===== src/rtl/vga_pkg.sv =====
// Shared VGA definitions: default timing/colour widths and the screen-mux state type.
package vga_pkg;

    typedef enum logic [1:0] {SHOW, PENDING, BLANK} mux_state_t;

    localparam int VGA_HC_W  = 11;
    localparam int VGA_VC_W  = 11;
    localparam int VGA_RGB_W = 12;

endpackage


===== src/rtl/vga_screen_mux_if.sv =====
// Bundle of the screen mux's timing, source and output signals; master drives sources, slave is the mux.
interface vga_screen_mux_if import vga_pkg::*; #(
    parameter int N_SCREENS = 4,
    parameter int HC_W      = VGA_HC_W,
    parameter int VC_W      = VGA_VC_W,
    parameter int RGB_W     = VGA_RGB_W
);
    localparam int SEL_W = $clog2(N_SCREENS + 1);

    logic [SEL_W-1:0]           sel;
    logic [HC_W-1:0]            in_hcount;
    logic [VC_W-1:0]            in_vcount;
    logic                       in_hsync;
    logic                       in_vsync;
    logic                       in_hblnk;
    logic                       in_vblnk;
    logic [N_SCREENS*HC_W-1:0]  src_hcount;
    logic [N_SCREENS*VC_W-1:0]  src_vcount;
    logic [N_SCREENS-1:0]       src_hsync;
    logic [N_SCREENS-1:0]       src_vsync;
    logic [N_SCREENS-1:0]       src_hblnk;
    logic [N_SCREENS-1:0]       src_vblnk;
    logic [N_SCREENS*RGB_W-1:0] src_rgb;
    logic [HC_W-1:0]            out_hcount;
    logic [VC_W-1:0]            out_vcount;
    logic                       out_hsync;
    logic                       out_vsync;
    logic                       out_hblnk;
    logic                       out_vblnk;
    logic [RGB_W-1:0]           out_rgb;
    logic                       busy;
    logic                       switch_done;

    modport master (
        output sel, in_hcount, in_vcount, in_hsync, in_vsync, in_hblnk, in_vblnk,
        output src_hcount, src_vcount, src_hsync, src_vsync, src_hblnk, src_vblnk, src_rgb,
        input  out_hcount, out_vcount, out_hsync, out_vsync, out_hblnk, out_vblnk, out_rgb,
        input  busy, switch_done
    );

    modport slave (
        input  sel, in_hcount, in_vcount, in_hsync, in_vsync, in_hblnk, in_vblnk,
        input  src_hcount, src_vcount, src_hsync, src_vsync, src_hblnk, src_vblnk, src_rgb,
        output out_hcount, out_vcount, out_hsync, out_vsync, out_hblnk, out_vblnk, out_rgb,
        output busy, switch_done
    );

endinterface


===== src/rtl/vga_frame_tick.sv =====
// Flags the first pixel of every frame from the reference timing counters.
module vga_frame_tick #(
    parameter int HC_W = 11,
    parameter int VC_W = 11
) (
    input  logic [HC_W-1:0] i_hcount,
    input  logic [VC_W-1:0] i_vcount,
    output logic            o_frameTick
);

    assign o_frameTick = (i_hcount == '0) && (i_vcount == '0);

endmodule


===== src/rtl/vga_screen_mux.sv =====
// Frame-synchronous VGA source selector: switches only on frame boundaries and then
// inserts BLANK_FRAMES black frames before the new screen is shown.
module vga_screen_mux import vga_pkg::*; #(
    parameter int               N_SCREENS    = 4,
    parameter int               HC_W         = VGA_HC_W,
    parameter int               VC_W         = VGA_VC_W,
    parameter int               RGB_W        = VGA_RGB_W,
    parameter int               BLANK_FRAMES = 2,
    parameter logic [RGB_W-1:0] DEFAULT_RGB  = '0
) (
    input  logic             clk,
    input  logic             rst,
    vga_screen_mux_if.slave  bus
);

    localparam int               SEL_W      = $clog2(N_SCREENS + 1);
    localparam int               IDX_W      = $clog2(N_SCREENS);
    localparam logic [SEL_W-1:0] N_SEL      = SEL_W'(N_SCREENS);
    localparam logic [7:0]       BLANK_LOAD = 8'(BLANK_FRAMES);

    mux_state_t       r_state, w_nextState;
    logic [SEL_W-1:0] r_activeSel, w_activeSelNext;
    logic [SEL_W-1:0] r_targetSel, w_targetSelNext;
    logic [7:0]       r_frameCnt, w_frameCntNext;
    logic             w_switchDone;
    logic             w_frameTick;

    logic             w_inRange;
    logic [IDX_W-1:0] w_chan;
    logic [HC_W-1:0]  w_hcount;
    logic [VC_W-1:0]  w_vcount;
    logic             w_hsync, w_vsync, w_hblnk, w_vblnk;
    logic [RGB_W-1:0] w_rgb;

    logic [HC_W-1:0]  r_hcount;
    logic [VC_W-1:0]  r_vcount;
    logic             r_hsync, r_vsync, r_hblnk, r_vblnk;
    logic [RGB_W-1:0] r_rgb;
    logic             r_busy, r_switchDone;

    vga_frame_tick #(
        .HC_W (HC_W),
        .VC_W (VC_W)
    ) u_frameTick (
        .i_hcount    (bus.in_hcount),
        .i_vcount    (bus.in_vcount),
        .o_frameTick (w_frameTick)
    );

    // Out-of-range selections fall back to the reference timing; the channel index
    // is forced to 0 there so the slice never leaves the packed source vectors.
    always_comb begin
        w_inRange = (r_activeSel < N_SEL);
        w_chan    = w_inRange ? IDX_W'(r_activeSel) : '0;
        w_hcount  = bus.in_hcount;
        w_vcount  = bus.in_vcount;
        w_hsync   = bus.in_hsync;
        w_vsync   = bus.in_vsync;
        w_hblnk   = bus.in_hblnk;
        w_vblnk   = bus.in_vblnk;
        if (w_inRange) begin
            w_hcount = bus.src_hcount[w_chan*HC_W +: HC_W];
            w_vcount = bus.src_vcount[w_chan*VC_W +: VC_W];
            w_hsync  = bus.src_hsync[w_chan];
            w_vsync  = bus.src_vsync[w_chan];
            w_hblnk  = bus.src_hblnk[w_chan];
            w_vblnk  = bus.src_vblnk[w_chan];
        end
        if (w_hblnk || w_vblnk || (r_state == BLANK)) begin
            w_rgb = '0;
        end else if (!w_inRange) begin
            w_rgb = DEFAULT_RGB;
        end else begin
            w_rgb = bus.src_rgb[w_chan*RGB_W +: RGB_W];
        end
    end

    always_comb begin
        w_nextState     = r_state;
        w_activeSelNext = r_activeSel;
        w_targetSelNext = r_targetSel;
        w_frameCntNext  = r_frameCnt;
        w_switchDone    = 1'b0;
        case (r_state)
            SHOW: begin
                if (bus.sel != r_activeSel) begin
                    w_targetSelNext = bus.sel;
                    w_nextState     = PENDING;
                end
            end
            PENDING: begin
                w_targetSelNext = bus.sel;
                if (bus.sel == r_activeSel) begin
                    w_nextState = SHOW;
                end else if (w_frameTick) begin
                    w_activeSelNext = r_targetSel;
                    if (BLANK_FRAMES == 0) begin
                        w_nextState  = SHOW;
                        w_switchDone = 1'b1;
                    end else begin
                        w_frameCntNext = BLANK_LOAD;
                        w_nextState    = BLANK;
                    end
                end
            end
            BLANK: begin
                // A new request during blanking restarts the black period on the new screen.
                if (w_frameTick) begin
                    if (bus.sel != r_activeSel) begin
                        w_activeSelNext = bus.sel;
                        w_frameCntNext  = BLANK_LOAD;
                    end else if (r_frameCnt == 8'd1) begin
                        w_nextState  = SHOW;
                        w_switchDone = 1'b1;
                    end else begin
                        w_frameCntNext = r_frameCnt - 8'd1;
                    end
                end
            end
            default: w_nextState = SHOW;
        endcase
    end

    always_ff @(posedge clk or posedge rst) begin
        if (rst) begin
            r_state      <= SHOW;
            r_activeSel  <= '0;
            r_targetSel  <= '0;
            r_frameCnt   <= '0;
            r_hcount     <= '0;
            r_vcount     <= '0;
            r_hsync      <= 1'b0;
            r_vsync      <= 1'b0;
            r_hblnk      <= 1'b0;
            r_vblnk      <= 1'b0;
            r_rgb        <= '0;
            r_busy       <= 1'b0;
            r_switchDone <= 1'b0;
        end else begin
            r_state      <= w_nextState;
            r_activeSel  <= w_activeSelNext;
            r_targetSel  <= w_targetSelNext;
            r_frameCnt   <= w_frameCntNext;
            r_hcount     <= w_hcount;
            r_vcount     <= w_vcount;
            r_hsync      <= w_hsync;
            r_vsync      <= w_vsync;
            r_hblnk      <= w_hblnk;
            r_vblnk      <= w_vblnk;
            r_rgb        <= w_rgb;
            r_busy       <= (r_state != SHOW);
            r_switchDone <= w_switchDone;
        end
    end

    assign bus.out_hcount  = r_hcount;
    assign bus.out_vcount  = r_vcount;
    assign bus.out_hsync   = r_hsync;
    assign bus.out_vsync   = r_vsync;
    assign bus.out_hblnk   = r_hblnk;
    assign bus.out_vblnk   = r_vblnk;
    assign bus.out_rgb     = r_rgb;
    assign bus.busy        = r_busy;
    assign bus.switch_done = r_switchDone;

endmodule

===== src/flat_wrapper.sv =====
// flat-port wrapper written by rule: the top's interface ports become plain ports
module vga_screen_mux_flat import vga_pkg::*;
#(
    parameter int               N_SCREENS    = 4,
    parameter int               HC_W         = VGA_HC_W,
    parameter int               VC_W         = VGA_VC_W,
    parameter int               RGB_W        = VGA_RGB_W,
    parameter int               BLANK_FRAMES = 2,
    parameter logic [RGB_W-1:0] DEFAULT_RGB  = '0
)
  (clk, rst, bus_sel, bus_in_hcount, bus_in_vcount, bus_in_hsync, bus_in_vsync, bus_in_hblnk, bus_in_vblnk, bus_src_hcount, bus_src_vcount, bus_src_hsync, bus_src_vsync, bus_src_hblnk, bus_src_vblnk, bus_src_rgb, bus_out_hcount, bus_out_vcount, bus_out_hsync, bus_out_vsync, bus_out_hblnk, bus_out_vblnk, bus_out_rgb, bus_busy, bus_switch_done);
  vga_screen_mux_if #(.N_SCREENS(N_SCREENS), .HC_W(HC_W), .VC_W(VC_W), .RGB_W(RGB_W)) bus_i ();
  input  logic clk;
  input  logic rst;
  input wire logic [$bits(bus_i.sel)-1:0] bus_sel;
  input wire logic [$bits(bus_i.in_hcount)-1:0] bus_in_hcount;
  input wire logic [$bits(bus_i.in_vcount)-1:0] bus_in_vcount;
  input wire logic [$bits(bus_i.in_hsync)-1:0] bus_in_hsync;
  input wire logic [$bits(bus_i.in_vsync)-1:0] bus_in_vsync;
  input wire logic [$bits(bus_i.in_hblnk)-1:0] bus_in_hblnk;
  input wire logic [$bits(bus_i.in_vblnk)-1:0] bus_in_vblnk;
  input wire logic [$bits(bus_i.src_hcount)-1:0] bus_src_hcount;
  input wire logic [$bits(bus_i.src_vcount)-1:0] bus_src_vcount;
  input wire logic [$bits(bus_i.src_hsync)-1:0] bus_src_hsync;
  input wire logic [$bits(bus_i.src_vsync)-1:0] bus_src_vsync;
  input wire logic [$bits(bus_i.src_hblnk)-1:0] bus_src_hblnk;
  input wire logic [$bits(bus_i.src_vblnk)-1:0] bus_src_vblnk;
  input wire logic [$bits(bus_i.src_rgb)-1:0] bus_src_rgb;
  output wire logic [$bits(bus_i.out_hcount)-1:0] bus_out_hcount;
  output wire logic [$bits(bus_i.out_vcount)-1:0] bus_out_vcount;
  output wire logic [$bits(bus_i.out_hsync)-1:0] bus_out_hsync;
  output wire logic [$bits(bus_i.out_vsync)-1:0] bus_out_vsync;
  output wire logic [$bits(bus_i.out_hblnk)-1:0] bus_out_hblnk;
  output wire logic [$bits(bus_i.out_vblnk)-1:0] bus_out_vblnk;
  output wire logic [$bits(bus_i.out_rgb)-1:0] bus_out_rgb;
  output wire logic [$bits(bus_i.busy)-1:0] bus_busy;
  output wire logic [$bits(bus_i.switch_done)-1:0] bus_switch_done;
  assign bus_i.sel = bus_sel;
  assign bus_i.in_hcount = bus_in_hcount;
  assign bus_i.in_vcount = bus_in_vcount;
  assign bus_i.in_hsync = bus_in_hsync;
  assign bus_i.in_vsync = bus_in_vsync;
  assign bus_i.in_hblnk = bus_in_hblnk;
  assign bus_i.in_vblnk = bus_in_vblnk;
  assign bus_i.src_hcount = bus_src_hcount;
  assign bus_i.src_vcount = bus_src_vcount;
  assign bus_i.src_hsync = bus_src_hsync;
  assign bus_i.src_vsync = bus_src_vsync;
  assign bus_i.src_hblnk = bus_src_hblnk;
  assign bus_i.src_vblnk = bus_src_vblnk;
  assign bus_i.src_rgb = bus_src_rgb;
  assign bus_out_hcount = bus_i.out_hcount;
  assign bus_out_vcount = bus_i.out_vcount;
  assign bus_out_hsync = bus_i.out_hsync;
  assign bus_out_vsync = bus_i.out_vsync;
  assign bus_out_hblnk = bus_i.out_hblnk;
  assign bus_out_vblnk = bus_i.out_vblnk;
  assign bus_out_rgb = bus_i.out_rgb;
  assign bus_busy = bus_i.busy;
  assign bus_switch_done = bus_i.switch_done;
  vga_screen_mux #(.N_SCREENS(N_SCREENS), .HC_W(HC_W), .VC_W(VC_W), .RGB_W(RGB_W), .BLANK_FRAMES(BLANK_FRAMES), .DEFAULT_RGB(DEFAULT_RGB)) u_core (.clk(clk), .rst(rst), .bus(bus_i));
endmodule

===== config.mk =====
export PLATFORM = sky130hd
export DESIGN_NAME = vga_screen_mux_flat
export DESIGN_NICKNAME = d
export VERILOG_FILES = /design/src/rtl/vga_pkg.sv /design/src/rtl/vga_screen_mux_if.sv /design/src/rtl/vga_frame_tick.sv /design/src/rtl/vga_screen_mux.sv /design/src/flat_wrapper.sv
export SDC_FILE = /design/constraint.sdc
export NUM_CORES = 1
export LEC_CHECK = 0
export CAP_MARGIN = 20
export CORE_MARGIN = 2
export CORE_UTILIZATION = 40
export CTS_CLUSTER_DIAMETER = 150
export CTS_CLUSTER_SIZE = 16
export DETAILED_ROUTE_END_ITERATION = 8
export GPL_TIMING_DRIVEN = 0
export PLACE_DENSITY = 0.87
export SETUP_SLACK_MARGIN = 0.05
export SLEW_MARGIN = 5
export SYNTH_ARGS = -nofsm -noshare
export SYNTH_HDL_FRONTEND = slang
export SYNTH_HIERARCHICAL = 1
export SYNTH_SLANG_ARGS = --single-unit
export TNS_END_PERCENT = 10

===== constraint.sdc =====
create_clock -name clk -period 3.24 [get_ports clk]
set_input_delay 0.324 -clock clk [delete_from_list [all_inputs] [get_ports clk]]
set_output_delay 0.324 -clock clk [all_outputs]
set_load 0.1 [all_outputs]

### Yosys cells after proc, flatten, opt, wreduce, memory -nomap -nowiden

Index checks and enable logic that the tools add are counted.

* logic and storage cells: 88
* output and inout bits: 40
* input bits: 183
* register bits: 56

* $add $sub $neg: 1
* shift-type cells: 3
* multiply operators: 2
* equal/unequal tests: 14
* multiplexer cells: 40
* magnitude comparators: 2
* reduce and logical (&&, ||, !) cells: 13

Operator list (number)
* indexed part select 44 x 7 -> 11 bit: 2
* indexed part select 48 x 7 -> 12 bit: 1
* two-way mux 8 bit: 5
* two-way mux 12 bit: 2
* logical NOT 11 bit: 2
* two-way mux 11 bit: 2
* case mux 8 bit (2 select lines): 1
* AND reduction 5 bit: 3
* two-way mux 2 bit: 7
* two-way mux 1 bit: 12
* two-way mux 3 bit: 4
* inequality test 2 bit, second input constant: 6
* case mux 3 bit (2 select lines): 2
* binary-select mux 1 bit (select 2 bit): 4
* == test 8 x 1 -> 1 bit, second input constant: 1
* subtractor 8 x 1 -> 8 bit, second input constant: 1
* multiplier 2 x 4 -> 6 bit, second input constant: 1
* case mux 2 bit (3 select lines): 1
* nonzero test 2 bit: 3
* multiplier 2 x 2 -> 4 bit, second input constant: 1
* == test 3 bit: 1
* less-than comparator 2 x 3 -> 1 bit, second input constant: 1
* less-than comparator 3 bit, second input constant: 1
* inequality test 3 x 2 -> 1 bit, second input constant: 1
* 9 further kinds: 10

### Longest topological paths before layout

Gate-level depths: netlist of the first run.

* depth after elaboration: 8
* depth in mapped cells: 7
* gate-level depth less buffers: 7

### Cells and area by module

The synthesis of the first run kept the hierarchy.

By module, submodules not included
* vga_screen_mux: area an instance 3472.1 µm², sequential area each 1401.3 µm², instances 1, cells each 359
* vga_frame_tick: area an instance 51.3 µm², sequential area each 0.0 µm², instances 1, cells each 7

### Least setup slack after synthesis of the first run

No wires, ideal clock.

* path type: input-to-reg
* start point: in bus_in_hcount[6]
* end point: reg u_core.r_activeSel[0]
* setup time: 0.125 ns
* stages: 5
* buffers on the path: 0
* arrival time: 1.897 ns
* path slack: 1.219 ns
* required time: 3.115 ns
* cells stage by stage: or4_1 > nor4_2 > o21ai_0 > or2_2 > mux2_2

* word-level cells in the longest chain between the ends: 4
* elaborated cells on any way between the ends: 5
* classes of those cells: 2 x eq/ne; 3 x reduce/logical

Ends and longest elaborated chain
* from (decl): line flat_wrapper.sv:16 `input wire logic [$bits(bus_i.in_hcount)-1:0] bus_in_hcount;`
* logical NOT 11 bit *: line vga_frame_tick.sv:11 `assign o_frameTick = (i_hcount == '0) && (i_vcount == '0);`
* logical AND 1 bit *: line vga_frame_tick.sv:11
* named net u_core.w_frameTick: line vga_screen_mux.sv:26 `logic w_frameTick;`
* inequality test 2 bit (no line)
* AND reduction 5 bit (no line) *
* to (signal assigned): line vga_screen_mux.sv:141 `r_activeSel <= w_activeSelNext;`
* to (decl): line vga_screen_mux.sv:22 `logic [SEL_W-1:0] r_activeSel, w_activeSelNext;`

The timed path passes the listed nets; every way through them passes the cells marked *.
A chain may end at the register's enable or synchronous reset.

### Worst setup path after layout of the first run

* start point: in bus_in_hcount[0]
* end point: reg u_core.r_frameCnt[5]

* word-level cells in the longest chain between the ends: 4
* elaborated cells on any way between the ends: 5
* classes of those cells: 2 x eq/ne; 3 x reduce/logical

Ends and longest elaborated chain
* logical NOT 11 bit *: line vga_frame_tick.sv:11
* logical AND 1 bit *: line vga_frame_tick.sv:11
* named net u_core.w_frameTick: line vga_screen_mux.sv:26
* inequality test 2 bit (no line)
* AND reduction 5 bit (no line) *
* to (signal assigned): line vga_screen_mux.sv:143 `r_frameCnt <= w_frameCntNext;`
* to (decl): line vga_screen_mux.sv:24 `logic [7:0] r_frameCnt, w_frameCntNext;`

Marks and branches as above.

==> results of run 1 <==
-- cells by family after synthesis --
family	share of synthesized area, %
AOI/OAI and AO/OA	17.1
xor gates and xnor gates	0.746
adders and majority gates	0.710
buffers and inverters	4.37
DFF	39.8
muxes	22.9
and+or+nand+nor	14.4
-- worst paths after layout --
| check | start | to | cells after the start |
|---|---|---|---|
| hold reg to reg | u_core/r_targetSel[1] | u_core/r_targetSel[1] | 1 |
| max in group asynchronous | rst | u_core/r_frameCnt[7] | 3 |
| hold / removal | rst | u_core/bus.out_rgb[3] | 2 |
| setup reg to reg | u_core/r_activeSel[2] | u_core/r_frameCnt[1] | 5 |
| min in group clk | u_core/r_targetSel[1] | u_core/r_targetSel[1] | 1 |
| setup / recovery | bus_in_hcount[0] | u_core/r_frameCnt[5] | 7 |
-- flip-flops by register name (all words and copies together) (netlist names) --
signal and flops:
u_core/bus.out_vblnk 1, u_core/bus.busy 1, u_core/bus.switch_done 1, u_core/bus.out_hblnk 1
u_core/r_state 2, u_core/bus.out_vcount 11, u_core/bus.out_vsync 1, u_core/bus.out_hsync 1
u_core/r_targetSel 3, u_core/r_activeSel 3, u_core/bus.out_rgb 12, u_core/r_frameCnt 8
u_core/bus.out_hcount 11
-- per-stage QoR --
stage | hold WS, ns | instances | power (W)
after floorplan | 0.445 | 366 | 0.000998
after global placement | 0.486 | 696 | 0.00129
after detailed placement | 0.495 | 697 | 0.00130
after CTS | 0.419 | 705 | 0.00169
after global routing | 0.458 | 705 | 0.00174
final | 0.416 | 705 | 0.00168
-- cell type report --
| class | count | area [µm²] | share of cell area, % |
|---|---|---|---|
| clock buffers | 8 | 90.1 | 1.50 |
| plain buffers | 29 | 131 | 2.19 |
| well taps | 108 | 135 | 2.26 |
| multi-input cells | 275 | 1970 | 32.9 |
| repair buffers | 223 | 2240 | 37.4 |
| inverters | 6 | 22.5 | 0.376 |
| flip-flops and latches | 56 | 1400 | 23.4 |
-- worst register-to-register path, cell delays in order, from the launching register on --
cell and delay [ns]:
dfrtp_1 0.34, clkbuf_1 0.43, xor2_1 0.16, nor3_1 0.53, a21o_1 0.36, mux2_2 0.38
-- synth_stat cells (2+ instances only) --
master	count
buf_6	2
nor3_1	3
nor3b_1	2
xor2_1	3
nand2_1	53
buf_1	6
buf_2	6
nand2b_1	2
ha_1	2
a211oi_2	10
a211o_1	3
or3_1	2
clkbuf_1	15
o21ai_0	53
a211oi_1	14
nor4_1	8
a21oi_1	2
mux2i_1	39
inv_1	6
dfrtp_1	56
or4_1	2
or3b_2	2
o21ai_1	2
mux2_2	34
or2_2	2
o22a_1	3
nor2b_1	14
nor2_1	10
-- where the power goes --
group	internal, W	switching [W]	total, W
combinational	0.000276	0.000278	0.000554
clock	0.000175	0.000219	0.000394
sequential	0.000723	0.00000825	0.000731
-- metal layers --
metal	GRT usage (%)	routed length [µm]
met4	5.98	153
met2	48.7	6810
met3	6.44	898
met1	28.6	4740
met5	0	0
==> impl_metrics.tcl, run 1 <==
set metrics [dict create \
    floorplan.die_area_mm2 0.00958 \
    tritoncts "done" \
    timing.final.hold_violations 0 \
    slew_headroom_pct 31.7 \
    setup_viol 0 \
    cpLargestDelayFamily "simple AND/OR/NAND/NOR gates" \
    cpMaxStageDelayCell "clkdlybuf4s50_1" \
    synth_ff_type "dfrtp_1" \
    peakVddDrop_mv 0.151 \
    unrepaired_setup_endpoints_after_global_routing "false" \
    gpl.final_weighted_congestion 0.823 \
    reg2reg_slack_ns 0.94 \
    global_route_wire_length_before_repair_mm 19.6 \
    grt_overflow 0 \
    route.detailed.drc 0 \
    post_cts_setup_inserts 0 \
    preCtsSetupSlack_ns 0.416 \
    floorplan.die.width_um 97.9 \
    nNetsFinal 781 \
    cp.arrival_ns 2.70 \
    path_cells "clkdlybuf4s50_1 > nor4_1 > nand4_1 > nor4_2 > o21ai_0 > a21o_1 > a221o_1" \
    syn-num-nets 551 \
    cp_slowest_stage_delay_ns 0.47 \
    cts.sinks 56 \
    maxCapViolations 0 \
    cts_inserted_buffers 5 \
    utilization_pct 69.4 \
    area_growth_syn_to_layout_pct 70.0 \
    floorplan.die.height_um 97.9 \
    leakage_nw 2.41 \
    synth_edf_count 0 \
    finalMaxSlewViolations 0 \
    startpoint_types "primary input" \
    n_antenna_cell 0 \
    leading_cell_types_in_the_layout_fill_and_taps_excluded "clkdlybuf4s50_1, dfrtp_1, o21ai_0, nand2_1, mux2i_1" \
    post-route-period-util_pct 77.4 \
    drive_above_1_share_pct 11.1 \
    drtIter0Drc 165 \
    clk-insertion-delay-late_ns 0.30 \
    core_outline_area_mm2 0.00864 \
    clock_tree.root_cell "clkbuf_8" \
    syn_area_per_cell_um2 9.63 \
    outcome "complete, no violations" \
    vias_per_cell 5.25 \
    clockBufferDepth 2 \
    cts_htree_levels 2 \
    grt_usage_pct 25.7 \
    first_global_vias 3934 \
    tightest_slew_ns 1.02 \
    fmax_ghz 0.399 \
    critical_path_buf_inv_count 1 \
    ys_async_sr_fraction_pct 100 \
    synth-warning-count 6 \
    detail_route.wl_per_cell_um 17.9 \
    finalWorstPathRequiredPeriod_ns 2.51 \
    place.port_buffers 222 \
    path_clk_slew_ns 0.10 \
    routed-via-count 3703 \
    synth_area_leaders "dfrtp_1, mux2i_1, mux2_2" \
    hold_path.class "primary input to asynchronous set/reset pin" \
    synthDominantCellAreaShare_pct 39.8 \
    finalInstanceArea_mm2 0.00599 \
    synth_cell_types 38 \
    detailedRoute.firstPassIterationCount 4 \
    route.final.wire_length_mm 12.6 \
    num-fill-cells 689 \
    p_per_cell_area_mw_per_mm2 280 \
    floorplan.initialDensity_pct 40.8 \
    grt_max_degree 32 \
    syn_inst 366 \
    worst-path-max-fanout 8 \
    critPathRequiredTime_ns 3.43 \
    setup_total_negative_slack_ns 0 \
    post_cts_hold_buffer_count 0 \
    antenna_nets_post_route 0 \
    post_cts.resized_instances 0 \
    setup_slack_ns 0.733 \
    initial_antenna_violation_count 0 \
    detailed_place_hpwl_mm 10.2 \
    yosys_register_bits 56 \
    seq_area_frac_synth_pct 39.8 \
    worstSetupEndpointType "register" \
    design.portCount 223 \
    placedInstanceArea_mm2 0.00590 \
    worst_clock_skew_ns 0.00523 \
    layout_commonest_cell "clkdlybuf4s50_1" \
    floorplan.rows 34 \
    setup.worst_path.class "primary input to register" \
    synth.largest_area_cell "dfrtp_1" \
    synth_area_mm2 0.00352 \
]
No activity file was read; power rests on OpenSTA's default activity.
==> inputs of run 2 (changes only) <==
--- a/config.mk
+++ b/config.mk
@@ -7,12 +7,12 @@
 export LEC_CHECK = 0
 export CAP_MARGIN = 20
 export CORE_MARGIN = 2
-export CORE_UTILIZATION = 40
+export CORE_UTILIZATION = 37
 export CTS_CLUSTER_DIAMETER = 150
 export CTS_CLUSTER_SIZE = 16
 export DETAILED_ROUTE_END_ITERATION = 8
 export GPL_TIMING_DRIVEN = 0
-export PLACE_DENSITY = 0.87
+export PLACE_DENSITY = 0.81
 export SETUP_SLACK_MARGIN = 0.05
 export SLEW_MARGIN = 5
 export SYNTH_ARGS = -nofsm -noshare
==> constraint.sdc (replaced) <==
create_clock -name clk -period 2.5 [get_ports clk]
set_input_delay 0.25 -clock clk [delete_from_list [all_inputs] [get_ports clk]]
set_output_delay 0.25 -clock clk [all_outputs]
set_load 0.1 [all_outputs]
==> impl_metrics.tcl, run 2 (same netlist as run 1, synthesis figures left out) <==
set metrics [dict create \
    floorplan.initialDensity_pct 38.1 \
    drive_above_1_share_pct 11.1 \
    leakage_nw 2.41 \
    place.port_buffers 222 \
    nNetsFinal 781 \
    reg2reg_slack_ns 0.22 \
    unrepaired_setup_endpoints_after_global_routing "false" \
    finalInstanceArea_mm2 0.00601 \
    cts_inserted_buffers 5 \
    utilization_pct 65.1 \
    path_cells "clkbuf_1 > xor2_1 > nor3_1 > a21o_1 > mux2_2" \
    layout_commonest_cell "clkdlybuf4s50_1" \
    global_route_wire_length_before_repair_mm 18.3 \
    path_clk_slew_ns 0.09 \
    post_cts_setup_inserts 0 \
    grt_usage_pct 23.2 \
    power.total_w 0.00214 \
    cp_slowest_stage_delay_ns 0.55 \
    floorplan.die.height_um 102 \
    cpMaxStageDelayCell "nor3_1" \
    cts_htree_levels 2 \
    clockBufferDepth 2 \
    fmax_ghz 0.439 \
    route.met2.wl_mm 6.44 \
    placedInstanceArea_mm2 0.00593 \
    critPathRequiredTime_ns 2.70 \
    first_global_vias 3781 \
    floorplan.rows 35 \
    routed-via-count 3626 \
    clock_tree.root_cell "clkbuf_8" \
    worst-path-max-fanout 10 \
    cts.sinks 56 \
    p_per_cell_area_mw_per_mm2 356 \
    detail_route.wl_per_cell_um 16.9 \
    antenna_nets_post_route 0 \
    finalWorstPathRequiredPeriod_ns 2.28 \
    cp_num_cells 5 \
    routedLengthMet1_mm 4.62 \
    worstSetupEndpointType "register" \
    maxCapViolations 0 \
    design.portCount 223 \
    tritoncts "done" \
    worst_clock_skew_ns 0.0110 \
    clk-insertion-delay-late_ns 0.31 \
    grt_overflow 0 \
    finalMaxSlewViolations 0 \
    post-route-period-util_pct 91.2 \
    r2r_cells 5 \
    largest_register_ff_count 12 \
    n_antenna_cell 0 \
    setup_viol 0 \
    critical_path_buf_inv_count 1 \
    route.detailed.drc 0 \
    detailed_place_hpwl_mm 10.0 \
    outcome "complete, no violations" \
    worst_hold_slack_ns 0.246 \
    route.final.wire_length_mm 12.3 \
    leading_cell_types_in_the_layout_fill_and_taps_excluded "clkdlybuf4s50_1, dfrtp_1, o21ai_0, nand2_1, mux2i_1" \
    initial_antenna_violation_count 0 \
    slew_headroom_pct 28.9 \
    cpLargestDelayFamily "simple AND/OR/NAND/NOR gates" \
    drtIter0Drc 101 \
    cp.arrival_ns 2.48 \
    floorplan.die.width_um 102 \
    area_growth_syn_to_layout_pct 70.7 \
    gpl.final_weighted_congestion 0.814 \
    detailedRoute.firstPassIterationCount 4 \
    floorplan.die_area_mm2 0.0103 \
    top_signal_layer_used "met4" \
    core_outline_area_mm2 0.00924 \
    timing.final.hold_violations 0 \
    grt_max_degree 40 \
    hold_path.class "primary input to asynchronous set/reset pin" \
    setup.worst_path.class "register to register" \
    peakVddDrop_mv 0.237 \
    tightest_slew_ns 1.06 \
    met3RoutedLength_um 976 \
    startpoint_types "register" \
    vias_per_cell 5.00 \
]
==> run 2: power by group <==
group	switching, W	internal (W)	total (W)
Clock	0.000283	0.000192	0.000475
Sequential	0.00000985	0.000937	0.000947
Combinational	0.000358	0.000358	0.000716
Total	0.000651	0.00149	0.00214
==> run 2: cell type report <==
| cell class | count | area (µm²) |
|---|---|---|
| Sequential cell | 56 | 1400 |
| Tap cell | 129 | 161 |
| Buffer | 29 | 131 |
| Multi-Input combinational cell | 275 | 1980 |
| Timing Repair Buffer | 223 | 2240 |
| Clock inverter | 1 | 5.00 |
| Inverter | 6 | 22.5 |
| Clock buffer | 6 | 72.6 |
| Fill cell | 742 | 3230 |
==> run 2: layer usage <==
layer	global-route usage [%]	vias up
met3	5.52	16
met5	0	-
met4	7.07	0
met1	26.0	1684
met2	43.2	148
li1	-	1778
==> run 2: per-stage QoR <==
stage | std cells | setup WS, ns | setup TNS, ns
after floorplan | 366 | 0.553 | 0
after global placement | 717 | -0.201 | -12.26
after detailed placement | 718 | -0.237 | -1.48
after CTS | 725 | 0.104 | 0
after global routing | 725 | 0.0539 | 0
final | 725 | 0.220 | 0
==> run 2: repair_timing <==
item,4_1_cts,5_1_grt
gates resized for setup,0,1
hold buffers,0,0
endpoints found under the setup margin,0,7
==> run 2: final timing paths <==
path	startpoint	to
min in group clk	bus_in_vsync	u_core/bus.out_vsync
max in group asynchronous	rst	u_core/bus.out_hcount[7]
worst min register to register	u_core/r_targetSel[2]	u_core/r_targetSel[2]
worst max register to register	u_core/r_activeSel[2]	u_core/r_frameCnt[1]
worst min-delay path	rst	u_core/bus.busy
worst max-delay path	u_core/r_activeSel[2]	u_core/r_frameCnt[1]
==> inputs of run 3 (changes only) <==
--- a/config.mk
+++ b/config.mk
@@ -5,6 +5,7 @@
 export SDC_FILE = /design/constraint.sdc
 export NUM_CORES = 1
 export LEC_CHECK = 0
+export ABC_AREA = 0
 export CAP_MARGIN = 20
 export CORE_MARGIN = 2
 export CORE_UTILIZATION = 37
==> results of run 3 <==
Final layout, timing and power as in run 2 (identical DEF).
